`src/rtl/ppu_pkg.sv`:
```
// Shared types, VRAM base addresses and address helpers for the background pixel fetcher.
// Pure declarations: no state, no timing.
package ppu_pkg;

  typedef enum logic [2:0] {
    IDLE,
    FETCH_NO,
    FETCH_LO,
    FETCH_HI,
    PUSH
  } fetch_state_t;

  localparam logic [15:0] MAP0_BASE   = 16'h9800;
  localparam logic [15:0] MAP1_BASE   = 16'h9C00;
  localparam logic [15:0] TILE_BASE_U = 16'h8000;
  localparam logic [15:0] TILE_BASE_S = 16'h9000;
  localparam int          TILE_PX     = 8;

  // Per-line parameters captured on line_start; row is already (scy+ly) mod 256.
  typedef struct packed {
    logic [7:0] row;
    logic [4:0] col0;
    logic       map_sel;
    logic       tile_sel;
  } line_cfg_t;

  function automatic logic [15:0] map_addr(input logic sel, input logic [7:0] row,
                                           input logic [4:0] col);
    return (sel ? MAP1_BASE : MAP0_BASE) + {6'd0, row[7:3], col};
  endfunction

  function automatic logic [15:0] tile_addr(input logic sel, input logic [7:0] no,
                                            input logic [7:0] row);
    logic [15:0] off;
    off = sel ? {4'd0, no, 4'd0} : {{4{no[7]}}, no, 4'd0};
    return (sel ? TILE_BASE_U : TILE_BASE_S) + off + {12'd0, row[2:0], 1'b0};
  endfunction

endpackage

```
`src/rtl/ppu_pixel_fifo.sv`:
```
// Circular pixel FIFO: one 8-pixel tile row written per cycle, one pixel popped per cycle.
// Read data is combinational from the head; caller must keep writes within free and pops within count.
module ppu_pixel_fifo
  import ppu_pkg::*;
#(
  parameter int DEPTH = 16,
  parameter int BPP   = 2
) (
  input  logic                     clk,
  input  logic                     rst,
  input  logic                     flush,
  input  logic                     wr,
  input  logic [TILE_PX*BPP-1:0]   wr_data,
  input  logic                     pop,
  output logic [BPP-1:0]           rd_data,
  output logic [$clog2(DEPTH):0]   count,
  output logic [$clog2(DEPTH):0]   free
);

  localparam int AW = $clog2(DEPTH);
  localparam int CW = AW + 1;

  logic [BPP-1:0] mem [DEPTH];
  logic [AW-1:0]  wr_ptr;
  logic [AW-1:0]  rd_ptr;

  assign rd_data = mem[rd_ptr];
  assign free    = CW'(DEPTH) - count;

  always_ff @(posedge clk) begin
    if (rst || flush) begin
      wr_ptr <= '0;
      rd_ptr <= '0;
      count  <= '0;
    end else begin
      if (wr)  wr_ptr <= wr_ptr + AW'(TILE_PX);
      if (pop) rd_ptr <= rd_ptr + 1'b1;
      count <= count + (wr ? CW'(TILE_PX) : CW'(0)) - (pop ? CW'(1) : CW'(0));
    end
  end

  // Pixel 0 of the write word is the leftmost and lands at the tail first.
  always_ff @(posedge clk) begin
    if (wr) begin
      for (int i = 0; i < TILE_PX; i++) begin
        mem[wr_ptr + AW'(i)] <= wr_data[i*BPP +: BPP];
      end
    end
  end

endmodule

```
`src/rtl/ppu_bg_fetcher.sv`:
```
// Background fetcher: map byte, tile lo/hi fetch into a pixel FIFO, palette-mapped output one cycle after pop.
// VRAM reads hold vram_rd/vram_addr until vram_valid; tile pushes stall while fewer than 8 entries are free.
module ppu_bg_fetcher
  import ppu_pkg::*;
#(
  parameter int FIFO_DEPTH = 16,
  parameter int LINE_WIDTH = 160,
  parameter int BPP        = 2
) (
  input  logic           clk,
  input  logic           rst,
  input  logic           line_start,
  input  logic [7:0]     ly,
  input  logic [7:0]     scx,
  input  logic [7:0]     scy,
  input  logic           map_sel,
  input  logic           tile_sel,
  input  logic           bg_en,
  input  logic [7:0]     bgp,
  output logic           vram_rd,
  output logic [15:0]    vram_addr,
  input  logic           vram_valid,
  input  logic [7:0]     vram_data,
  output logic [BPP-1:0] px_out,
  output logic           px_valid,
  output logic           line_done,
  output logic           busy
);

  localparam int CW = $clog2(FIFO_DEPTH) + 1;
  localparam int PW = $clog2(LINE_WIDTH + 1);

  fetch_state_t           state;
  line_cfg_t              cfg;
  line_cfg_t              cfg_new;
  logic [4:0]             tile_col;
  logic [7:0]             lo;
  logic [7:0]             hi;
  logic [2:0]             discard;
  logic [PW-1:0]          pix_cnt;
  logic                   active;
  logic                   last_pend;
  logic [BPP-1:0]         fifo_px;
  logic [BPP-1:0]         colour;
  logic [CW-1:0]          fifo_count;
  logic [CW-1:0]          fifo_free;
  logic [TILE_PX*BPP-1:0] push_data;
  logic                   handshake;
  logic                   push;
  logic                   pop;
  logic                   line_end;
  logic                   flush;

  always_comb begin
    cfg_new.row      = scy + ly;
    cfg_new.col0     = scx[7:3];
    cfg_new.map_sel  = map_sel;
    cfg_new.tile_sel = tile_sel;
  end

  always_comb begin
    push_data = '0;
    for (int i = 0; i < TILE_PX; i++) begin
      push_data[i*BPP +: BPP] = BPP'({hi[7-i], lo[7-i]});
    end
  end

  assign handshake = vram_rd & vram_valid;
  assign pop       = active && (fifo_count != '0) && !line_start;
  assign line_end  = pop && (discard == 3'd0) && (pix_cnt == PW'(LINE_WIDTH - 1));
  assign push      = (state == PUSH) && (fifo_free >= CW'(TILE_PX)) && !line_start && !line_end;
  assign flush     = line_start | line_end;
  assign colour    = bg_en ? fifo_px : '0;

  ppu_pixel_fifo #(
    .DEPTH (FIFO_DEPTH),
    .BPP   (BPP)
  ) u_fifo (
    .clk     (clk),
    .rst     (rst),
    .flush   (flush),
    .wr      (push),
    .wr_data (push_data),
    .pop     (pop),
    .rd_data (fifo_px),
    .count   (fifo_count),
    .free    (fifo_free)
  );

  always_ff @(posedge clk) begin
    if (rst) begin
      state     <= IDLE;
      cfg       <= '0;
      tile_col  <= '0;
      lo        <= '0;
      hi        <= '0;
      discard   <= '0;
      pix_cnt   <= '0;
      active    <= 1'b0;
      last_pend <= 1'b0;
      vram_rd   <= 1'b0;
      vram_addr <= 16'h0000;
      px_out    <= '0;
      px_valid  <= 1'b0;
      line_done <= 1'b0;
      busy      <= 1'b0;
    end else if (line_start) begin
      // Also the abort path: any in-flight request and pending line_done are dropped.
      state     <= FETCH_NO;
      cfg       <= cfg_new;
      tile_col  <= '0;
      discard   <= scx[2:0];
      pix_cnt   <= '0;
      active    <= 1'b1;
      last_pend <= 1'b0;
      vram_rd   <= 1'b1;
      vram_addr <= map_addr(map_sel, cfg_new.row, scx[7:3]);
      px_out    <= '0;
      px_valid  <= 1'b0;
      line_done <= 1'b0;
      busy      <= 1'b1;
    end else begin
      last_pend <= line_end;
      line_done <= last_pend;
      if (line_done) busy <= 1'b0;

      px_valid <= 1'b0;
      px_out   <= '0;
      if (pop) begin
        if (discard != 3'd0) begin
          discard <= discard - 3'd1;
        end else begin
          px_valid <= 1'b1;
          px_out   <= BPP'(bgp >> {colour, 1'b0});
          pix_cnt  <= pix_cnt + 1'b1;
        end
      end

      if (line_end) begin
        active  <= 1'b0;
        state   <= IDLE;
        vram_rd <= 1'b0;
      end else begin
        case (state)
          FETCH_NO: if (handshake) begin
            vram_addr <= tile_addr(cfg.tile_sel, vram_data, cfg.row);
            state     <= FETCH_LO;
          end
          FETCH_LO: if (handshake) begin
            lo        <= vram_data;
            vram_addr <= vram_addr + 16'd1;
            state     <= FETCH_HI;
          end
          FETCH_HI: if (handshake) begin
            hi      <= vram_data;
            vram_rd <= 1'b0;
            state   <= PUSH;
          end
          PUSH: if (push) begin
            tile_col  <= tile_col + 5'd1;
            vram_rd   <= 1'b1;
            vram_addr <= map_addr(cfg.map_sel, cfg.row, cfg.col0 + tile_col + 5'd1);
            state     <= FETCH_NO;
          end
          default: ;
        endcase
      end
    end
  end

endmodule

```
`config.mk`:
```
export PLATFORM = sky130hd
export DESIGN_NAME = ppu_bg_fetcher
export DESIGN_NICKNAME = d
export VERILOG_FILES = /design/src/rtl/ppu_pkg.sv /design/src/rtl/ppu_pixel_fifo.sv /design/src/rtl/ppu_bg_fetcher.sv
export SDC_FILE = /design/constraint.sdc
export NUM_CORES = 1
export LEC_CHECK = 0
export CAP_MARGIN = 20
export CORE_ASPECT_RATIO = 0.6
export CORE_MARGIN = 5
export CORE_UTILIZATION = 40
export DETAILED_ROUTE_END_ITERATION = 10
export GPL_TIMING_DRIVEN = 0
export PLACE_DENSITY = 0.71
export RECOVER_POWER = 50
export SLEW_MARGIN = 0
export SYNTH_ARGS = -nofsm -noshare
export SYNTH_HDL_FRONTEND = slang
export SYNTH_SLANG_ARGS = --single-unit
export TNS_END_PERCENT = 1
```
`constraint.sdc`:
```
create_clock -name clk -period 3.35 [get_ports clk]
set_input_delay 1.005 -clock clk [delete_from_list [all_inputs] [get_ports clk]]
set_output_delay 1.005 -clock clk [all_outputs]
set_load 0.01 [all_outputs]
```
==> results.ini <==
[floorplan]
die_h_um = 104
num_rows = 34
fp.dieW_um = 167
dieArea_mm2 = 0.0174
start_util_pct = 40.9
fp.coreArea_mm2 = 0.0145
pin_count = 69

[synth]
netlist_area_mm2 = 0.00591
async_flop_share_pct = 0
synth-seq-area-share_pct = 46.1
yosys.area.top_type = dfxtp_1
syn-num-nets = 684
syn_inst = 610
synth.ff_latch_count = 120
ys_warn_count = 0
synth_edf_count = 32
syn_area_per_cell_um2 = 9.69
synth_cell_types = 56
yosys-top-cells-area = dfxtp_1 30%, edfxtp_1 16%, ha_1 5.1%
yosys.area.top_type_share_pct = 29.8
ys.flop_type = dfxtp_1

[critical_path]
reg2reg_depth = 13
slowest_stage = clkdlybuf4s50_1
critPathMaxFanout = 6
crit_path_end_kind = register
crit_family = buffers and inverters
reg2reg_to = u_fifo.count[4]$_SDFF_PP0_
max_stage_delay_ns = 0.54
crit_required_ns = 3.64
cp.arrival_ns = 3.48
path_cells = clkdlybuf4s50_1, nor3b_2, and4_2, buf_6, a2111oi_4, inv_1, ha_1, inv_1, ha_1, a21oi_1, xnor2_1, nor2_1
path_depth = 12
start_kind = primary input
rrSetupSlack_ns = 0.32
critPathKind = primary input to register
r2r-start = u_fifo.count[2]$_SDFF_PP0_
crit_path_start = line_start
path_buf_inv = 4
worstSetupEndpoint = u_fifo.count[4]$_SDFF_PP0_

[timing]
period_needed_ns = 3.19
slew_violations = 0
hold_violations = 0
fin_crit_sh_pct = 95.3
hold_slack_ns = 0.457
skew_ns = 0.0113
rsz0062_at_grt = false
fmax_mhz = 313
relSlewSlack_pct = 51.1
tightest_slew_ns = 0.733
setup_viol = 0

[global_routing]
grt.total_usage_pct = 18.9
grt_first_pass_wirelength_mm = 26.1
grt_antenna_before_repair = 0
overflow = 0
grt_pass1_vias = 4979
grt_max_degree = 17

[route]
via_per_inst = 5.43
drc_errors = 0
drt-initial-drc-count = 432
dr.pass1.iters = 5
ant_nets = 0
wl_per_cell_um = 17.8
drt-total-wl_mm = 16.2
vias = 4943

[clock_network]
clk_pin_slew_ns = 0.05
clk_latency_ns = 0.42
h-tree-depth = 4
cts_buffer_depth = 2
cts_tree = built
numClockSinks = 120
cts_buffers = 17
root_buffer = clkbuf_16
hold_buffers = 0

[finish]
area_growth_pct = 26.1
finalNetCount = 773
drive_gt1_share_pct = 7.72
n_antenna_cell = 0
fin_area_mm2 = 0.00745

[placed_design]
portBuffers = 68
place_congestion = 0.923
placed_area_mm2 = 0.00685
dp_hpwl_mm = 12.0

[power_and_ir_drop]
ir_drop_v = 0.000369
p_leak_nw = 2.88
power_mw = 3.75
power.density_mw_per_mm2 = 503

[hold_path]
worstHoldPathType = register to register

[status]
status = finished clean

[job]
cap_violations = 0

## cell type report
type                       instances  area, µm²
fill                            1286       7010
multi-input combinational        429       2940
sequential                       120       2720
timing repair buffer              70        696
clock buffer                      21        450
tap                              198        248
clock inverter                    11        149
buffer                            30        129
inverter                          31        116
## state kept, by name, indices dropped and copies added (netlist names), 2 cells and up, named ones only
signal and cells:
lo 8, discard 3, pix_cnt 8, cfg 15, state 3, tile_col 5, u_fifo.count 5, u_fifo.mem 32
vram_addr 16, px_out 2, hi 8, u_fifo.rd_ptr 4
## synthesized netlist by cell type (all sizes together), types with 3 or more instances
cell,count
a21oi,50
edfxtp,32
fa,3
nand4,12
a21o,7
nand3,15
o21ai,22
xnor2,19
o21a,3
ha,24
xor2,18
dfxtp,88
o221ai,3
or4,4
clkbuf,17
nor2,62
and2,8
or3,3
o22ai,4
nor3,7
nand2,51
mux4,9
nand2b,10
a211oi,5
a211o,4
and3,7
inv,31
nor2b,11
nor4,6
mux2i,24
a31oi,8
nor3b,5
buf,13
## cells in the final DEF, fill, tap and decap left out, types with 4 or more instances in the layout
cell and n:
a211o_1 4, a211oi_1 5, a21o_1 7, a21oi_1 50
a31oi_1 8, and2_1 6, and3_1 7, buf_2 7
clkbuf_1 23, clkbuf_16 17, clkdlybuf4s50_1 46, dfxtp_1 88
dlygate4sd3_1 22, edfxtp_1 32, ha_1 24, inv_1 31
mux2i_1 24, mux4_2 9, nand2_1 51, nand2b_1 10
nand3_1 15, nand4_1 12, nor2_1 62, nor2b_1 11
nor3_1 7, nor3b_1 4, nor4_1 6, o21ai_0 21
o22ai_1 4, xnor2_1 19, xor2_1 18
## where the power goes
| group | internal [mW] | switching (mW) |
|---|---|---|
| Sequential | 1.52 | 0.0415 |
| Clock | 1.19 | 0.667 |
| Combinational | 0.157 | 0.177 |
## metal layers
metal / vias to the layer above / track usage, % / routed length, µm
li1: 2365 / - / -
met4: 0 / 6.48 / 315
met2: 222 / 28.4 / 7110
met1: 2330 / 25.8 / 7270
met5: - / 0 / 0
met3: 26 / 6.00 / 1510
## stage by stage
step	instances	utilization [%]	setup WS [ns]	TNS (ns)
floorplan	610	-	0.314	0
global placement	876	47.3	-0.784	-19.14
finish	910	51.5	0.158	0
global route	910	51.5	0.0449	0
detailed placement	877	47.3	-0.578	-13.53
CTS	910	51.5	0.211	0
## how the worst min path moves through the flow
stage / start / end / slack, ns / depth (start not counted)
finish: last_pend$_SDFF_PP0_ / line_done$_SDFF_PP0_ / 0.46 / 1
global route: last_pend$_SDFF_PP0_ / line_done$_SDFF_PP0_ / 0.47 / 1
CTS: last_pend$_SDFF_PP0_ / line_done$_SDFF_PP0_ / 0.45 / 1
detailed placement: last_pend$_SDFF_PP0_ / line_done$_SDFF_PP0_ / 0.44 / 1
global placement: last_pend$_SDFF_PP0_ / line_done$_SDFF_PP0_ / 0.43 / 1
floorplan: last_pend$_SDFF_PP0_ / line_done$_SDFF_PP0_ / 0.41 / 1
## kinds of logic after synthesis
group	count (synthesis)	synth area share (%)
DFF	120	46.1
adders and majority gates	27	6.10
muxes	34	7.69
and+or+nand+nor	207	17.2
AOI/OAI and AO/OA	124	13.3
buffers and inverters	61	4.17
xor gates and xnor gates	37	5.48
## repair_timing
item                       4_1_cts  5_1_grt
hold endpoints to repair         0        0
pin swaps                        1        0
gates resized for setup          0        1
buffers inserted                 1        0
setup endpoints to repair        1        2
(Power assumes the default switching activity.)
